===== src/rtl/lvt_read_steer_pkg.sv =====
// Shared widths and encodings for the LVT read-steering slice.
package lvt_read_steer_pkg;

  localparam int ADDR_W = 4;
  localparam int DATA_W = 32;
  localparam int LVT_W  = 1;

  typedef enum logic [LVT_W-1:0] {
    BANK_0 = 1'b0,
    BANK_1 = 1'b1
  } bank_e;

  typedef enum logic {
    CLEAR,
    READY
  } init_state_e;

endpackage


===== src/rtl/lvt_read_steer_if.sv =====
// Read-request, bank-data, write-snoop and clear-sweep signals of lvt_read_steer.
interface lvt_read_steer_if;
  import lvt_read_steer_pkg::*;

  logic              rd_valid_i;
  logic [ADDR_W-1:0] read_addr_0, read_addr_1, read_addr_2, read_addr_3;
  logic [LVT_W-1:0]  lvt_entry_0, lvt_entry_1, lvt_entry_2, lvt_entry_3;
  logic [DATA_W-1:0] bank0_data_0, bank0_data_1, bank0_data_2, bank0_data_3;
  logic [DATA_W-1:0] bank1_data_0, bank1_data_1, bank1_data_2, bank1_data_3;
  logic              we0, we1;
  logic [ADDR_W-1:0] write_addr_0, write_addr_1;
  logic [DATA_W-1:0] write_data_0, write_data_1;
  logic              rd_valid_o;
  logic [DATA_W-1:0] read_data_0, read_data_1, read_data_2, read_data_3;
  logic              init_busy;
  logic              init_we;
  logic [ADDR_W-1:0] init_addr;

  modport master (
    output rd_valid_i,
    output read_addr_0, read_addr_1, read_addr_2, read_addr_3,
    output lvt_entry_0, lvt_entry_1, lvt_entry_2, lvt_entry_3,
    output bank0_data_0, bank0_data_1, bank0_data_2, bank0_data_3,
    output bank1_data_0, bank1_data_1, bank1_data_2, bank1_data_3,
    output we0, we1, write_addr_0, write_addr_1, write_data_0, write_data_1,
    input  rd_valid_o,
    input  read_data_0, read_data_1, read_data_2, read_data_3,
    input  init_busy, init_we, init_addr
  );

  modport slave (
    input  rd_valid_i,
    input  read_addr_0, read_addr_1, read_addr_2, read_addr_3,
    input  lvt_entry_0, lvt_entry_1, lvt_entry_2, lvt_entry_3,
    input  bank0_data_0, bank0_data_1, bank0_data_2, bank0_data_3,
    input  bank1_data_0, bank1_data_1, bank1_data_2, bank1_data_3,
    input  we0, we1, write_addr_0, write_addr_1, write_data_0, write_data_1,
    output rd_valid_o,
    output read_data_0, read_data_1, read_data_2, read_data_3,
    output init_busy, init_we, init_addr
  );

endinterface


===== src/rtl/lvt_read_steer_read_port.sv =====
// One read port: stage-1 write-bypass capture, stage-2 bank/bypass steering register.
module lvt_read_port
  import lvt_read_steer_pkg::*;
(
  input  logic              clock,
  input  logic              reset_n,
  input  logic [ADDR_W-1:0] read_addr,
  input  logic              we0,
  input  logic [ADDR_W-1:0] write_addr_0,
  input  logic [DATA_W-1:0] write_data_0,
  input  logic              we1,
  input  logic [ADDR_W-1:0] write_addr_1,
  input  logic [DATA_W-1:0] write_data_1,
  input  logic              load,
  input  logic [LVT_W-1:0]  lvt_entry,
  input  logic [DATA_W-1:0] bank0_data,
  input  logic [DATA_W-1:0] bank1_data,
  output logic [DATA_W-1:0] read_data
);

  logic              hit0;
  logic              hit1;
  logic              byp_hit;
  logic [DATA_W-1:0] byp_data;
  bank_e             bank;

  always_comb begin
    hit0 = we0 && (write_addr_0 == read_addr);
    hit1 = we1 && (write_addr_1 == read_addr);
    bank = bank_e'(lvt_entry);
  end

  // Write port 1 wins a same-address collision, mirroring the LVT's own ordering.
  always_ff @(posedge clock) begin
    if (!reset_n) begin
      byp_hit  <= 1'b0;
      byp_data <= '0;
    end else begin
      byp_hit  <= hit0 || hit1;
      byp_data <= hit1 ? write_data_1 : write_data_0;
    end
  end

  always_ff @(posedge clock) begin
    if (!reset_n) begin
      read_data <= '0;
    end else if (load) begin
      if (byp_hit)
        read_data <= byp_data;
      else if (bank == BANK_1)
        read_data <= bank1_data;
      else
        read_data <= bank0_data;
    end
  end

endmodule


===== src/rtl/lvt_read_steer.sv =====
// Read-side steering for a 2W/4R LVT register file, with post-reset clear sweep.
module lvt_read_steer
  import lvt_read_steer_pkg::*;
(
  input logic             clock,
  input logic             reset_n,
  lvt_read_steer_if.slave bus
);

  localparam logic [ADDR_W-1:0] LAST_ADDR = '1;

  init_state_e       state;
  logic [ADDR_W-1:0] count;
  logic              busy_q;
  logic              we_q;
  logic              valid_s1;
  logic              valid_s2;

  logic [ADDR_W-1:0] raddr [4];
  logic [LVT_W-1:0]  lvt   [4];
  logic [DATA_W-1:0] b0    [4];
  logic [DATA_W-1:0] b1    [4];
  logic [DATA_W-1:0] rdata [4];

  assign raddr[0] = bus.read_addr_0;
  assign raddr[1] = bus.read_addr_1;
  assign raddr[2] = bus.read_addr_2;
  assign raddr[3] = bus.read_addr_3;
  assign lvt[0]   = bus.lvt_entry_0;
  assign lvt[1]   = bus.lvt_entry_1;
  assign lvt[2]   = bus.lvt_entry_2;
  assign lvt[3]   = bus.lvt_entry_3;
  assign b0[0]    = bus.bank0_data_0;
  assign b0[1]    = bus.bank0_data_1;
  assign b0[2]    = bus.bank0_data_2;
  assign b0[3]    = bus.bank0_data_3;
  assign b1[0]    = bus.bank1_data_0;
  assign b1[1]    = bus.bank1_data_1;
  assign b1[2]    = bus.bank1_data_2;
  assign b1[3]    = bus.bank1_data_3;

  // The counter doubles as init_addr; it is parked at 0 on leaving CLEAR.
  always_ff @(posedge clock) begin
    if (!reset_n) begin
      state    <= CLEAR;
      count    <= '0;
      busy_q   <= 1'b1;
      we_q     <= 1'b1;
      valid_s1 <= 1'b0;
      valid_s2 <= 1'b0;
    end else begin
      valid_s1 <= bus.rd_valid_i && !busy_q;
      valid_s2 <= valid_s1;
      case (state)
        CLEAR: begin
          if (count == LAST_ADDR) begin
            state  <= READY;
            count  <= '0;
            busy_q <= 1'b0;
            we_q   <= 1'b0;
          end else begin
            count <= count + 1'b1;
          end
        end
        READY: state <= READY;
        default: state <= CLEAR;
      endcase
    end
  end

  for (genvar k = 0; k < 4; k++) begin : g_port
    lvt_read_port u_port (
      .clock        (clock),
      .reset_n      (reset_n),
      .read_addr    (raddr[k]),
      .we0          (bus.we0),
      .write_addr_0 (bus.write_addr_0),
      .write_data_0 (bus.write_data_0),
      .we1          (bus.we1),
      .write_addr_1 (bus.write_addr_1),
      .write_data_1 (bus.write_data_1),
      .load         (valid_s1),
      .lvt_entry    (lvt[k]),
      .bank0_data   (b0[k]),
      .bank1_data   (b1[k]),
      .read_data    (rdata[k])
    );
  end

  assign bus.read_data_0 = rdata[0];
  assign bus.read_data_1 = rdata[1];
  assign bus.read_data_2 = rdata[2];
  assign bus.read_data_3 = rdata[3];
  assign bus.rd_valid_o  = valid_s2;
  assign bus.init_busy   = busy_q;
  assign bus.init_we     = we_q;
  assign bus.init_addr   = count;

endmodule


===== src/flat_wrapper.sv =====
// flat-port wrapper written by rule: the top's interface ports become plain ports
module lvt_read_steer_flat import lvt_read_steer_pkg::*;
  (clock, reset_n, bus_rd_valid_i, bus_read_addr_0, bus_read_addr_1, bus_read_addr_2, bus_read_addr_3, bus_lvt_entry_0, bus_lvt_entry_1, bus_lvt_entry_2, bus_lvt_entry_3, bus_bank0_data_0, bus_bank0_data_1, bus_bank0_data_2, bus_bank0_data_3, bus_bank1_data_0, bus_bank1_data_1, bus_bank1_data_2, bus_bank1_data_3, bus_we0, bus_we1, bus_write_addr_0, bus_write_addr_1, bus_write_data_0, bus_write_data_1, bus_rd_valid_o, bus_read_data_0, bus_read_data_1, bus_read_data_2, bus_read_data_3, bus_init_busy, bus_init_we, bus_init_addr);
  lvt_read_steer_if bus_i ();
  input logic clock;
  input logic reset_n;
  input wire logic [$bits(bus_i.rd_valid_i)-1:0] bus_rd_valid_i;
  input wire logic [$bits(bus_i.read_addr_0)-1:0] bus_read_addr_0;
  input wire logic [$bits(bus_i.read_addr_1)-1:0] bus_read_addr_1;
  input wire logic [$bits(bus_i.read_addr_2)-1:0] bus_read_addr_2;
  input wire logic [$bits(bus_i.read_addr_3)-1:0] bus_read_addr_3;
  input wire logic [$bits(bus_i.lvt_entry_0)-1:0] bus_lvt_entry_0;
  input wire logic [$bits(bus_i.lvt_entry_1)-1:0] bus_lvt_entry_1;
  input wire logic [$bits(bus_i.lvt_entry_2)-1:0] bus_lvt_entry_2;
  input wire logic [$bits(bus_i.lvt_entry_3)-1:0] bus_lvt_entry_3;
  input wire logic [$bits(bus_i.bank0_data_0)-1:0] bus_bank0_data_0;
  input wire logic [$bits(bus_i.bank0_data_1)-1:0] bus_bank0_data_1;
  input wire logic [$bits(bus_i.bank0_data_2)-1:0] bus_bank0_data_2;
  input wire logic [$bits(bus_i.bank0_data_3)-1:0] bus_bank0_data_3;
  input wire logic [$bits(bus_i.bank1_data_0)-1:0] bus_bank1_data_0;
  input wire logic [$bits(bus_i.bank1_data_1)-1:0] bus_bank1_data_1;
  input wire logic [$bits(bus_i.bank1_data_2)-1:0] bus_bank1_data_2;
  input wire logic [$bits(bus_i.bank1_data_3)-1:0] bus_bank1_data_3;
  input wire logic [$bits(bus_i.we0)-1:0] bus_we0;
  input wire logic [$bits(bus_i.we1)-1:0] bus_we1;
  input wire logic [$bits(bus_i.write_addr_0)-1:0] bus_write_addr_0;
  input wire logic [$bits(bus_i.write_addr_1)-1:0] bus_write_addr_1;
  input wire logic [$bits(bus_i.write_data_0)-1:0] bus_write_data_0;
  input wire logic [$bits(bus_i.write_data_1)-1:0] bus_write_data_1;
  output wire logic [$bits(bus_i.rd_valid_o)-1:0] bus_rd_valid_o;
  output wire logic [$bits(bus_i.read_data_0)-1:0] bus_read_data_0;
  output wire logic [$bits(bus_i.read_data_1)-1:0] bus_read_data_1;
  output wire logic [$bits(bus_i.read_data_2)-1:0] bus_read_data_2;
  output wire logic [$bits(bus_i.read_data_3)-1:0] bus_read_data_3;
  output wire logic [$bits(bus_i.init_busy)-1:0] bus_init_busy;
  output wire logic [$bits(bus_i.init_we)-1:0] bus_init_we;
  output wire logic [$bits(bus_i.init_addr)-1:0] bus_init_addr;
  assign bus_i.rd_valid_i = bus_rd_valid_i;
  assign bus_i.read_addr_0 = bus_read_addr_0;
  assign bus_i.read_addr_1 = bus_read_addr_1;
  assign bus_i.read_addr_2 = bus_read_addr_2;
  assign bus_i.read_addr_3 = bus_read_addr_3;
  assign bus_i.lvt_entry_0 = bus_lvt_entry_0;
  assign bus_i.lvt_entry_1 = bus_lvt_entry_1;
  assign bus_i.lvt_entry_2 = bus_lvt_entry_2;
  assign bus_i.lvt_entry_3 = bus_lvt_entry_3;
  assign bus_i.bank0_data_0 = bus_bank0_data_0;
  assign bus_i.bank0_data_1 = bus_bank0_data_1;
  assign bus_i.bank0_data_2 = bus_bank0_data_2;
  assign bus_i.bank0_data_3 = bus_bank0_data_3;
  assign bus_i.bank1_data_0 = bus_bank1_data_0;
  assign bus_i.bank1_data_1 = bus_bank1_data_1;
  assign bus_i.bank1_data_2 = bus_bank1_data_2;
  assign bus_i.bank1_data_3 = bus_bank1_data_3;
  assign bus_i.we0 = bus_we0;
  assign bus_i.we1 = bus_we1;
  assign bus_i.write_addr_0 = bus_write_addr_0;
  assign bus_i.write_addr_1 = bus_write_addr_1;
  assign bus_i.write_data_0 = bus_write_data_0;
  assign bus_i.write_data_1 = bus_write_data_1;
  assign bus_rd_valid_o = bus_i.rd_valid_o;
  assign bus_read_data_0 = bus_i.read_data_0;
  assign bus_read_data_1 = bus_i.read_data_1;
  assign bus_read_data_2 = bus_i.read_data_2;
  assign bus_read_data_3 = bus_i.read_data_3;
  assign bus_init_busy = bus_i.init_busy;
  assign bus_init_we = bus_i.init_we;
  assign bus_init_addr = bus_i.init_addr;
  lvt_read_steer u_core (.clock(clock), .reset_n(reset_n), .bus(bus_i));
endmodule

===== config.mk =====
export PLATFORM = sky130hd
export DESIGN_NAME = lvt_read_steer_flat
export DESIGN_NICKNAME = d
export VERILOG_FILES = /design/src/rtl/lvt_read_steer_pkg.sv /design/src/rtl/lvt_read_steer_if.sv /design/src/rtl/lvt_read_steer_read_port.sv /design/src/rtl/lvt_read_steer.sv /design/src/flat_wrapper.sv
export SDC_FILE = /design/constraint.sdc
export NUM_CORES = 1
export LEC_CHECK = 0
export CAP_MARGIN = 20
export CORE_MARGIN = 4
export CORE_UTILIZATION = 41
export CTS_CLUSTER_DIAMETER = 80
export DETAILED_ROUTE_END_ITERATION = 10
export GPL_TIMING_DRIVEN = 0
export PLACE_DENSITY_LB_ADDON = 0.08
export SYNTH_ARGS = -nofsm -noshare
export SYNTH_HDL_FRONTEND = slang
export SYNTH_HIERARCHICAL = 1
export SYNTH_SLANG_ARGS = --single-unit

===== constraint.sdc =====
create_clock -name clock -period 1.4 [get_ports clock]
set_input_delay 0.35 -clock clock [delete_from_list [all_inputs] [get_ports clock]]
set_output_delay 0.35 -clock clock [all_outputs]
set_load 0.03 [all_outputs]

-- Word-level counts from Yosys, hierarchy flattened
Cells that the tools add are included.
- bits in registers: 268
- latch bits: 0
- memory bits (writable): 0
- memory bits (read-only): 0
- output and inout bits: 135
- memories kept: 0
- $add $sub $neg: 1
- multiply operators: 0
- divide/modulo/power cells: 0
- order comparisons: 0
- equality and inequality tests: 9
- shifts and indexed selects: 0
- muxes and demuxes: 15
- bitwise logic cells: 1
- reductions and logical operators: 15
- operators by type and width (cell ; count):
    2-to-1 mux 32 bit ; 12
    equality test 4 bit ; 8
    logical AND 1 bit ; 9
    adder 4 x 1 -> 4 bit (second input constant) ; 1
    equality test 4 bit (second input constant) ; 1
    logical OR 1 bit ; 4
    2-to-1 mux 4 bit ; 1
    one-hot mux 1 bit (2 select lines) ; 1
    AND reduction 2 bit ; 1
    logical NOT 1 bit ; 1
    2-to-1 mux 1 bit ; 1
    NOT 1 bit ; 1

-- Depth between registers and ports, before layout
Gate-level depths: netlist (run 1).
- depth in word-level cells: 3
- gate-level depth with buffers: 6
- depth with buffers taken out: 4

-- Cells and area by module
Netlist (run 1), hierarchy kept.
- by module, submodules not included (module ; times used ; cells an instance ; area an instance (um^2) ; seq. area each (um^2)):
    lvt_read_port ; 4 ; 363 ; 3236.9 ; 1301.2
    lvt_read_steer ; 1 ; 30 ; 306.5 ; 160.2

-- Worst setup path after synthesis (run 1)
No wires, ideal clock.
- kind: input -> register
- start point: in bus_write_addr_1[3]
- end point: reg u_core.g_port[0].u_port.byp_data[0]
- setup time: 0.072 ns
- arrival: 1.401 ns
- slack: -0.072 ns
- stages: 4
- path buffers: 1
- cells stage by stage: xor2_1 > nor4_4 > buf_6 > mux2i_1
- longest elaborated chain between the ends: 3
- RTL lines (element ; RTL line ; source):
    from (decl) ; flat_wrapper.sv:27 ; input wire logic [$bits(bus_i.write_addr_1)-1:0] bus_write_addr_1;
    equality test 4 bit ; lvt_read_steer_read_port.sv:29 ; hit1 = we1 && (write_addr_1 == read_addr);
    logical AND 1 bit ; lvt_read_steer_read_port.sv:29 ;
    2-to-1 mux 32 bit ; lvt_read_steer_read_port.sv:40 ; byp_data <= hit1 ? write_data_1 : write_data_0;
    to (signal assigned) ; lvt_read_steer_read_port.sv:40 ;
    to (decl) ; lvt_read_steer_read_port.sv:24 ; logic [DATA_W-1:0] byp_data;
No other way between the ends.
A chain may end at the register's enable or synchronous reset.

-- Final worst setup path (run 1)
- start point: reg u_core.we_q (netlist: u_core/bus.init_we)
- end point: out bus_init_we
- RTL lines (element ; RTL line ; source):
    from (decl) ; lvt_read_steer.sv:15 ; logic we_q;
    from (signal assigned) ; lvt_read_steer.sv:48 ; we_q <= 1'b1;
    from (signal assigned) ; lvt_read_steer.sv:60 ; we_q <= 1'b0;
    to (decl) ; flat_wrapper.sv:36 ; output wire logic [$bits(bus_i.init_we)-1:0] bus_init_we;
No word-level cell between the ends.

==> results.toml, run 1 <==
[status]
status = "finished with violations"
violations = "negative setup slack"

[drt]
drcViolationCount = 0
drtIter0Drc = 725
met1_length_um = 20610
routed-wl-met3_um = 3795
wirelength_um = 50040
highest_layer = "met4"
wl_met2_um = 24090
vias_per_cell = 5.009
vias = 12290
first_pass_iters = 6
wl_per_cell_um = 20.40
ant_nets = 0

[floorplan]
fp.coreArea_um2 = 31720
ios = 488
die_y_um = 187.8
initial_core_util = 0.4179
rows = 65
die_x_um = 187.8
die-area_um2 = 35270

[clocking]
cts.clk_slew.worst_paths_ns = 0.06
cts_made_buffers = 29
cts_max_level = 1
postCtsHoldBufs = 0
clk_latency_ns = 0.54
cts_root_buf = "clkbuf_16"
cts_buffer_depth = 3
clock_sinks = 268
cts_tree = "done"

[setup_path]
worstReg2RegEnd = "u_core/g_port[0].u_port/read_data[24]"
crit_top_cell = "buf_6"
slowest_stage = "dfxtp_2"
reg2reg_from = "u_core/valid_s1"
worstPathRequired_ns = 1.05
reg2reg_setup_slack_ns = 0.05
cp_data_arrival_time_ns = 1.11
worst_setup_path_start_kind = "flip-flop"
worst-setup-path-type = "flip-flop to primary output"
r2r.worst_path.cells = 4
crit_path_end_kind = "primary output"
path_cells = "buf_6 > buf_6"
critPathMaxStageDelay_ns = 0.36
cp_max_fo = 4

[finish]
multi_input_comb_area_um2 = 7765
final_common_cell = "nand2_1"
fin_util = 0.6600
seq_area_um2 = 5544
finalNetCount = 2372
area_growth_pct = 57.95
drive_gt1_frac = 0.2395
final_cell_mix = "nand2_1 (393), mux2i_1 (342), clkdlybuf4s50_1 (327)"
fillers = 2652
fin_cells = 2453

[pwr]
powerDensity_nw_per_um2 = 900.3
peakVddDrop_mv = 0.8634
p_total_w = 0.01885
p_leak_nw = 8.088

[yosys]
yosysSeqAreaShare = 0.4048
ys_ff_latch = 268
synthTopCellsByArea = "dfxtp_1 (40%), mux2i_1 (29%), nand2_1 (11%), nor2b_1 (6.1%), o21ai_0 (4.9%)"
synth_top_area_share = 0.4048
avgSynthCellArea_um2 = 8.943
yosys_warnings = 6
synth_cells = 1482
syn-num-nets = 1836
synth_cell_type_count = 26
syn_area_um2 = 13250
yosysTopAreaCell = "dfxtp_1"

[place]
dp_cells = 2367
port_buffers = 483
gp_congestion = 0.8986
hpwl_um = 39480
place_ws_ns = -1.461

[hold_path]
min_path_type = "input port to flip-flop"
hold_end = "u_core/bus.init_we"
min_delay_path_depth = 2
min-delay-start = "reset_n"

[sta]
rsz0062_at_grt = "yes"
fin_crit_sh = 1.042
final_max_slew_viol_count = 0
hold_slack_ns = 0.1344
worst_slack_ns = -0.05942
slew_headroom = 0.5799
max_freq_ghz = 0.6852
setup_viol = 2
period_needed_ns = 1.459
hold_viol = 0
skew_ns = 0.01197
tightest_slew_ns = 0.6244

[global_route]
grt_pass1_wl_um = 74090
grt_antenna_before_repair = 13
grt-ovfl-total = 0
grt_max_degree = 14
first_global_vias = 12660
grt_usage = 0.2668

[run]
maxCapViolations = 0
## metrics by stage
| stage | TNS, ns | instance area [µm²] |
|---|---|---|
| floorplan | -7.427 | 13330 |
| global placement | -260.97 | 18670 |
| detailed placement | -267.66 | 18670 |
| CTS | -0.1225 | 20430 |
| global route | -0.2678 | 20940 |
| finish | -0.07051 | 20940 |
## critical path, delay by kind of cell, from the launching register on
kind	cells	cell delay, ns
flip-flops	1	0.36
buffers and inverters	2	0.21
## worst max path at each step
stage,to,start,slack [ns],cells past startpoint
CTS,bus_init_we,u_core/bus.init_we,-0.08,2
finish,bus_init_we,u_core/bus.init_we,-0.06,2
detailed placement,u_core/g_port[1].u_port/byp_data[27],reset_n,-1.46,6
global route,bus_init_we,u_core/bus.init_we,-0.10,2
floorplan,u_core/g_port[0].u_port/byp_data[0],bus_write_addr_1[3],-0.07,4
global placement,u_core/g_port[1].u_port/byp_data[27],reset_n,-1.42,6
## power by group
group | total [W] | internal (W) | switching (W) | leakage (nW)
registers | 0.00797 | 0.00787 | 0.0000989 | 2.26
clock network | 0.00788 | 0.00480 | 0.00308 | 0.489
logic | 0.00300 | 0.00164 | 0.00135 | 5.34
total | 0.0188 | 0.0143 | 0.00453 | 8.09
## layer usage
metal,up-vias,GRT usage
li1,6020,-
met4,0,0.09373
met1,5654,0.3341
met3,74,0.05808
met2,539,0.4554
met5,-,0
## cells by family (layout without fill, tap and decap cells)
group           count (synthesis)  in the layout  share of synthesized area
simple gates                  538            538                     0.1837
mux                           385            385                     0.2908
flops                         268            268                     0.4048
compound gates                139            139                    0.05447
buf+inv                       118            674                    0.04352
xor+xnor                       33             33                    0.02181
fa+ha+maj                       1              1                  0.0009439
other cells                     0             13                          0
## cell usage after synthesis
master,number
a21oi_1,2
clkbuf_1,60
o21a_1,4
nor4_4,4
nor2b_1,130
buf_1,12
buf_4,1
xor2_1,24
nand3_1,2
nor4_1,4
nand2b_1,1
nor2_1,1
inv_1,1
a21boi_0,1
o211a_1,1
mux2i_1,385
a311oi_1,1
nand2_1,394
a41o_1,1
buf_6,12
ha_1,1
xnor2_1,9
o21ai_0,129
buf_2,32
dfxtp_1,268
and2_1,2
## registers in the layout, summed over array words and instances (netlist names)
| name | cells |
|---|---|
| u_core/g_port.u_port/byp_data | 128 |
| u_core/g_port.u_port/read_data | 128 |
| u_core/bus.init_addr | 4 |
| u_core/g_port.u_port/byp_hit | 4 |
| u_core/bus.init_we | 1 |
| u_core/bus.rd_valid_o | 1 |
| u_core/state | 1 |
| u_core/valid_s1 | 1 |
## area by class of cell
cell class                 instances  share of cell area
multi-input combinational       1096              0.3709
sequential                       268              0.2648
timing repair buffer             510              0.2563
clock buffer                      42             0.04130
buffer                           112             0.03484
tap                              402             0.02403
clock inverter                     9            0.006036
antenna                           13            0.001554
inverter                           1           0.0001793
## timing repair
| item | CTS | global route |
|---|---|---|
| cloned | 4 | 4 |
| hold endpoints to repair | 0 | 0 |
| pin swaps | 8 | 2 |
| buffers inserted | 15 | 4 |
| setup endpoints to repair | 395 | 298 |
| gates resized for setup | 1120 | 168 |
Note: power is estimated with default switching activity, not from simulation.
==> run 2, diff against run 1 <==
==> constraint.sdc (replaced) <==
create_clock -name clock -period 1.4 [get_ports clock]
set_input_delay 0.35 -clock clock [delete_from_list [all_inputs] [get_ports clock]]
set_output_delay 0.35 -clock clock [all_outputs]
set_load 0.05 [all_outputs]
==> run 2 against run 1 <==
Against the previous run:
- the run still ends with negative setup slack left
- worst setup slack worse by 0.042 ns
- flip-flop and latch count unchanged
- worst hold slack worse by 0.013 ns
- die area stayed put
- count of clock-buffer cells in the layout stayed put
- core utilization rose by 1.5 points
- final cell count is the same
- final area increased by 2.3%
- via count barely moved
- total power grew 2.5%
- sequential share of layout area shrank 0.53 points
==> results.toml, run 2 (synthesized netlist as in run 1, its figures left out) <==
[clocking]
clk_latency_ns = 0.55
cts_tree = "done"
cts_made_buffers = 30
postCtsHoldBufs = 0
cts_root_buf = "clkbuf_16"
clock_sinks = 268
cts_max_level = 1
cts_buffer_depth = 3
cts.clk_slew.worst_paths_ns = 0.06

[setup_path]
worstReg2RegEnd = "u_core/g_port[0].u_port/read_data[12]"
reg2reg_from = "u_core/valid_s1"
cp_data_arrival_time_ns = 1.15
worst-setup-path-type = "flip-flop to primary output"
r2r.worst_path.cells = 4
reg2reg_setup_slack_ns = 0.03
slowest_stage = "dfxtp_4"
path_cells = "buf_6 > buf_8"
cp_num_buf_inv = 2
critical-path-top-delay-family = "flip-flops"
worstPathRequired_ns = 1.05
worst_setup_path_start_kind = "flip-flop"
critPathMaxStageDelay_ns = 0.36
cp_max_fo = 4
crit_path_end_kind = "primary output"

[finish]
fillers = 2627
seq_area_um2 = 5559
finalNetCount = 2379
final_cell_mix = "nand2_1 (393), mux2i_1 (353), clkdlybuf4s50_1 (327)"
drive_gt1_frac = 0.2393
final_common_cell = "nand2_1"
multi_input_comb_area_um2 = 7705
area_growth_pct = 61.62
top_regs = "u_core/g_port.u_port/byp_data x128, u_core/g_port.u_port/read_data x128"

[global_route]
first_global_vias = 12770
grt_max_degree = 15
grt_pass1_wl_um = 74550
grt_antenna_before_repair = 5
grt_usage = 0.2679
grt-ovfl-total = 0

[hold_path]
hold_end = "u_core/bus.init_we"
min_path_type = "input port to flip-flop"
min-delay-start = "reset_n"
min_delay_path_depth = 2

[pwr]
p_leak_nw = 8.229
swShare = 0.2404
peakVddDrop_mv = 0.9212
powerDensity_nw_per_um2 = 901.5
intPower_w = 0.01467
pwr-share-clk = 0.433
seq_power_share = 0.413
p_total_w = 0.01931
comb_power_share = 0.154
p_switching_w = 0.004643

[sta]
hold_slack_ns = 0.1216
setup_viol = 7
worst_slack_ns = -0.1011
period_needed_ns = 1.501
final_max_slew_viol_count = 0
fin_crit_sh = 1.072
finalSetupTns_ns = -0.1733
slew_headroom = 0.6369
max_freq_ghz = 0.6662
tightest_slew_ns = 0.5396
hold_viol = 0
rsz0062_at_grt = "yes"
skew_ns = 0.01274

[place]
port_buffers = 483
place_ws_ns = -1.533
gp_congestion = 0.8705
hpwl_um = 39600

[floorplan]
ios = 488
die-area_um2 = 35270
rows = 65
die_x_um = 187.8
fp.coreArea_um2 = 31720
initial_core_util = 0.4179
die_y_um = 187.8

[drt]
vias_per_cell = 5.011
first_pass_iters = 5
ant_nets = 0
drtIter0Drc = 665
vias = 12290
drcViolationCount = 0
wl_per_cell_um = 20.43
wirelength_um = 50110

[status]
violations = "negative setup slack"
status = "finished with violations"

[run]
maxCapViolations = 0
==> run 2: changes by cell type in the layout (fill, tap and decap cells not counted), sizes merged <==
cell          previous run  this run
buf                    212       218
diode                   13         3
clkinvlp                 1         2
bufinv                   3         5
dlymetal6s2s             5         2
clkbuf                 109       106
dlygate4sd2             10        14
bufbuf                   0         2
clkinv                   5         6
==> run 2: layout make-up <==
cell class	count	share of cell area
diodes	3	0.0003505
clock buffers	42	0.04001
repair buffers	515	0.2713
plain buffers	113	0.03604
flip-flops and latches	268	0.2595
clock inverters	13	0.009463
well taps	402	0.02348
inverters	1	0.0001752
multi-input cells	1096	0.3597
==> run 2: repair_timing <==
action	CTS	global route
gates cloned	4	0
pin swaps	7	4
setup endpoints to repair	395	299
resized for setup	1341	73
setup buffers	21	7
==> run 2: per-layer routing <==
layer | vias up | share of wire | routed length [µm] | track usage
li1 | 6049 | - | - | -
met1 | 5715 | 0.41 | 20300 | 0.3256
met2 | 464 | 0.51 | 25400 | 0.4953
met3 | 60 | 0.068 | 3398 | 0.04933
met4 | 4 | 0.020 | 988 | 0.05392
met5 | - | 0.00040 | 20 | 0
==> run 2: worst max-delay path by stage <==
stage / from / slack (ns) / cells past startpoint / endpoint
after global routing: u_core/bus.init_we / -0.12 / 2 / bus_init_we
after detailed placement: bus_write_addr_1[3] / -1.53 / 5 / u_core/g_port[0].u_port/byp_data[13]
final: u_core/bus.init_we / -0.10 / 2 / bus_init_we
after floorplan: bus_write_addr_1[3] / -0.07 / 4 / u_core/g_port[0].u_port/byp_data[0]
after CTS: u_core/bus.init_we / -0.12 / 2 / bus_init_we
after global placement: bus_write_addr_1[3] / -1.52 / 5 / u_core/g_port[2].u_port/byp_data[10]
==> run 2: power by group through the flow <==
| stage | combinational, W | clock (W) | sequential, W |
|---|---|---|---|
| 3_5_place_dp | 0.00276 | 0 | 0.00814 |
| 5_1_grt | 0.00318 | 0.00880 | 0.00799 |
| 3_3_place_gp | 0.00272 | 0 | 0.00814 |
| 2_1_floorplan | 0.00119 | 0 | 0.00812 |
| 4_1_cts | 0.00293 | 0.00853 | 0.00797 |
| 6_report | 0.00297 | 0.00836 | 0.00798 |
==> run 2: worst register-to-register path, delay by kind of cell, from the launching register on <==
kind / cells / cell delay (ns)
flops: 1 / 0.45
buf+inv: 2 / 0.50
mux: 1 / 0.23
simple gates: 1 / 0.07
==> run 2: metrics by stage <==
step           std cells  utilization  instance area, µm²
2_1_floorplan       1482            -               13330
3_3_place_gp        2367       0.5886               18670
3_5_place_dp        2367       0.5886               18670
4_1_cts             2443       0.6682               21190
5_1_grt             2453       0.6753               21420
6_report            2453       0.6753               21420
==> run 3, diff against run 2 <==
--- a/config.mk
+++ b/config.mk
@@ -6,13 +6,12 @@
 export NUM_CORES = 1
 export LEC_CHECK = 0
 export CAP_MARGIN = 20
-export CORE_MARGIN = 4
-export CORE_UTILIZATION = 41
+export CORE_AREA = 4 4 187 189
 export CTS_CLUSTER_DIAMETER = 80
 export DETAILED_ROUTE_END_ITERATION = 10
+export DIE_AREA = 0 0 191 193
 export GPL_TIMING_DRIVEN = 0
 export PLACE_DENSITY_LB_ADDON = 0.08
 export SYNTH_ARGS = -nofsm -noshare
 export SYNTH_HDL_FRONTEND = slang
-export SYNTH_HIERARCHICAL = 1
 export SYNTH_SLANG_ARGS = --single-unit
==> run 3 against run 2 <==
Against the previous run:
- sequential power about the same
- first-iteration DRC count decreased by 38%
- clock skew decreased by 0.0011 ns
- the flow still finishes with violations (negative setup slack)
- total power decreased by 3.6%
- final area decreased by 3.5%
- sequential share of layout area increased by 0.95 points
- via count decreased by 11%
- highest routed layer unchanged
- final cell count decreased by 6.4%
- routed wire length decreased by 3.8%
==> results.toml, run 3 <==
[clocking]
cts_buffer_depth = 3
clk_latency_ns = 0.54
cts_tree = "done"
cts_max_level = 1
cts_root_buf = "clkbuf_16"
cts.clk_slew.worst_paths_ns = 0.05
cts_made_buffers = 30
postCtsHoldBufs = 0
clock_sinks = 268

[drt]
wl_met2_um = 23310
wirelength_um = 48180
met1_length_um = 20370
wl_per_cell_um = 20.99
vias_per_cell = 4.763
routed-wl-met3_um = 3469
drtIter0Drc = 411
drcViolationCount = 0
vias = 10940
highest_layer = "met5"
ant_nets = 0
first_pass_iters = 5

[setup_path]
worst-setup-path-type = "flip-flop to primary output"
reg2reg_setup_slack_ns = 0.04
r2r.worst_path.cells = 6
worst_setup_path_start_kind = "flip-flop"
cp_max_fo = 3
crit_path_end_kind = "primary output"
worstPathRequired_ns = 1.05
reg2reg_from = "u_core.bus.init_addr[0]"
worstReg2RegEnd = "u_core.bus.init_addr[0]"
cp_data_arrival_time_ns = 1.14

[place]
hpwl_um = 38170
place_area_um2 = 17880
port_buffers = 481
gp_congestion = 0.8787

[hold_path]
min-delay-start = "bus_rd_valid_i"
min_path_type = "input port to flip-flop"
min_delay_path_depth = 3
hold_end = "u_core.valid_s1"

[finish]
final_common_cell = "mux2i_1"
final_cell_mix = "mux2i_1 (347), clkdlybuf4s50_1 (329), nand2_1 (202)"
area_growth_pct = 65.74
finalNetCount = 2171
top_regs = "u_core.g_port.u_port.byp_data x128, u_core.g_port.u_port.read_data x128"
drive_gt1_frac = 0.2629
final_area_um2 = 20680

[yosys]
synth_cells = 1275
yosysTopAreaCell = "dfxtp_1"
synth_ff_type = "dfxtp_1"
async_flop_share = 0
yosys_warnings = 0
ys_ff_latch = 268
yosysSeqAreaShare = 0.4300
synth_edf_count = 0
synth_top_area_share = 0.4300
synth_cell_type_count = 30
avgSynthCellArea_um2 = 9.786
synthTopCellsByArea = "dfxtp_1 (43%), mux2i_1 (31%), nor2b_1 (6.5%), nand2_1 (6.1%), o21ai_0 (5.2%)"
syn-num-nets = 1629
syn_area_um2 = 12480
synth_common_cells = "mux2i_1 (385), dfxtp_1 (268), nand2_1 (202)"
synth_most_common_cell = "mux2i_1"

[sta]
period_needed_ns = 1.487
tightest_slew_ns = 0.6054
slew_headroom = 0.5964
final_max_slew_viol_count = 0
setup_viol = 12
fin_crit_sh = 1.062
hold_viol = 0
worst_slack_ns = -0.08701
max_freq_ghz = 0.6725
rsz0062_at_grt = "yes"
skew_ns = 0.01168

[global_route]
first_global_vias = 11150
grt_antenna_before_repair = 6
grt-ovfl-total = 0
grt_pass1_wl_um = 68020
grt_max_degree = 20
grt_usage = 0.2421

[pwr]
powerDensity_nw_per_um2 = 900.1
intPower_w = 0.01421
comb_power_share = 0.146
swShare = 0.2368
p_leak_nw = 7.788
pwr-share-clk = 0.426
seq_power_share = 0.428
peakVddDrop_mv = 0.8599
p_switching_w = 0.004407
p_total_w = 0.01861

[floorplan]
rows = 67
die-area_um2 = 36860
fp.coreArea_um2 = 33280
die_y_um = 193
die_x_um = 191
ios = 488
initial_core_util = 0.3749

[status]
violations = "negative setup slack"
status = "finished with violations"

[run]
maxCapViolations = 0
==> run 3: changes by cell type after synthesis, sizes merged, moves of 2 or more <==
cell	previous run	this run
clkbuf	60	54
nand2	394	202
buf	57	43
nand2b	1	4
xor2	24	22
inv	1	3
==> run 3: worst max path at each step <==
| stage | start | end | slack, ns | cells after the start |
|---|---|---|---|---|
| CTS | u_core.bus.init_busy | bus_init_we | -0.10 | 2 |
| detailed placement | bus_write_addr_1[1] | u_core.g_port[3].u_port.byp_data[12] | -1.26 | 6 |
| finish | u_core.bus.init_busy | bus_init_we | -0.09 | 2 |
| floorplan | bus_write_addr_1[1] | u_core.g_port[1].u_port.byp_data[10] | -0.09 | 5 |
| global placement | bus_write_addr_1[1] | u_core.g_port[3].u_port.byp_data[12] | -1.25 | 6 |
| global route | u_core.bus.init_busy | bus_init_we | -0.12 | 2 |
==> run 3: cells by family (layout without fill, tap and decap cells) <==
group	after synthesis	count (layout)	synth area share
mux	385	385	0.3089
simple gates	351	351	0.1392
flops	268	268	0.4300
compound gates	140	140	0.05806
buf+inv	100	666	0.04182
xor+xnor	30	30	0.02106
fa+ha+maj	1	1	0.001003
other cells	0	7	0
==> run 3: layer usage <==
layer	vias to the layer above	GRT usage
met4	2	0.06271
met5	-	0
met3	61	0.05726
met2	384	0.4174
met1	5056	0.3072
li1	5433	-
==> run 3: power by group through the flow <==
stage | combinational [W] | sequential, W | clock, W
after floorplan | 0.00106 | 0.00812 | 0
after CTS | 0.00265 | 0.00796 | 0.00810
final | 0.00272 | 0.00796 | 0.00793
after global placement | 0.00250 | 0.00813 | 0
after detailed placement | 0.00252 | 0.00813 | 0
after global routing | 0.00291 | 0.00798 | 0.00842
==> run 3: worst max-delay path, stage by stage, from the launching register on <==
cell and delay (ns):
dfxtp_4 0.35, buf_6 0.11, buf_8 0.14
==> run 3: repair_timing <==
action,in CTS,in global routing
endpoints found under the setup margin,401,266
pin swaps,5,3
gates cloned,3,3
resized for setup,1314,93
setup buffers,21,8
==> run 3: final cells by class <==
type	count	area (µm²)
Antenna cell	7	17.52
Buffer	91	678.2
Clock buffer	39	845.8
Clock inverter	17	165.2
Fill cell	2892	12600
Inverter	3	11.26
Multi-Input combinational cell	907	6974
Sequential cell	268	5564
Tap cell	448	560.5
Timing Repair Buffer	516	5863
==> run 3: metrics by stage <==
| step | util | setup slack [ns] | setup TNS (ns) | cells | hold slack [ns] |
|---|---|---|---|---|---|
| 3_3_place_gp | 0.5372 | -1.249 | -227.47 | 2204 | 0.4626 |
| 4_1_cts | 0.6074 | -0.1035 | -1.007 | 2279 | 0.3231 |
| 2_1_floorplan | - | -0.09146 | -7.881 | 1275 | 0.4638 |
| 5_1_grt | 0.6212 | -0.1248 | -2.511 | 2294 | 0.3259 |
| 6_report | 0.6214 | -0.08701 | -0.1607 | 2296 | 0.3393 |
| 3_5_place_dp | 0.5372 | -1.260 | -232.39 | 2204 | 0.4547 |
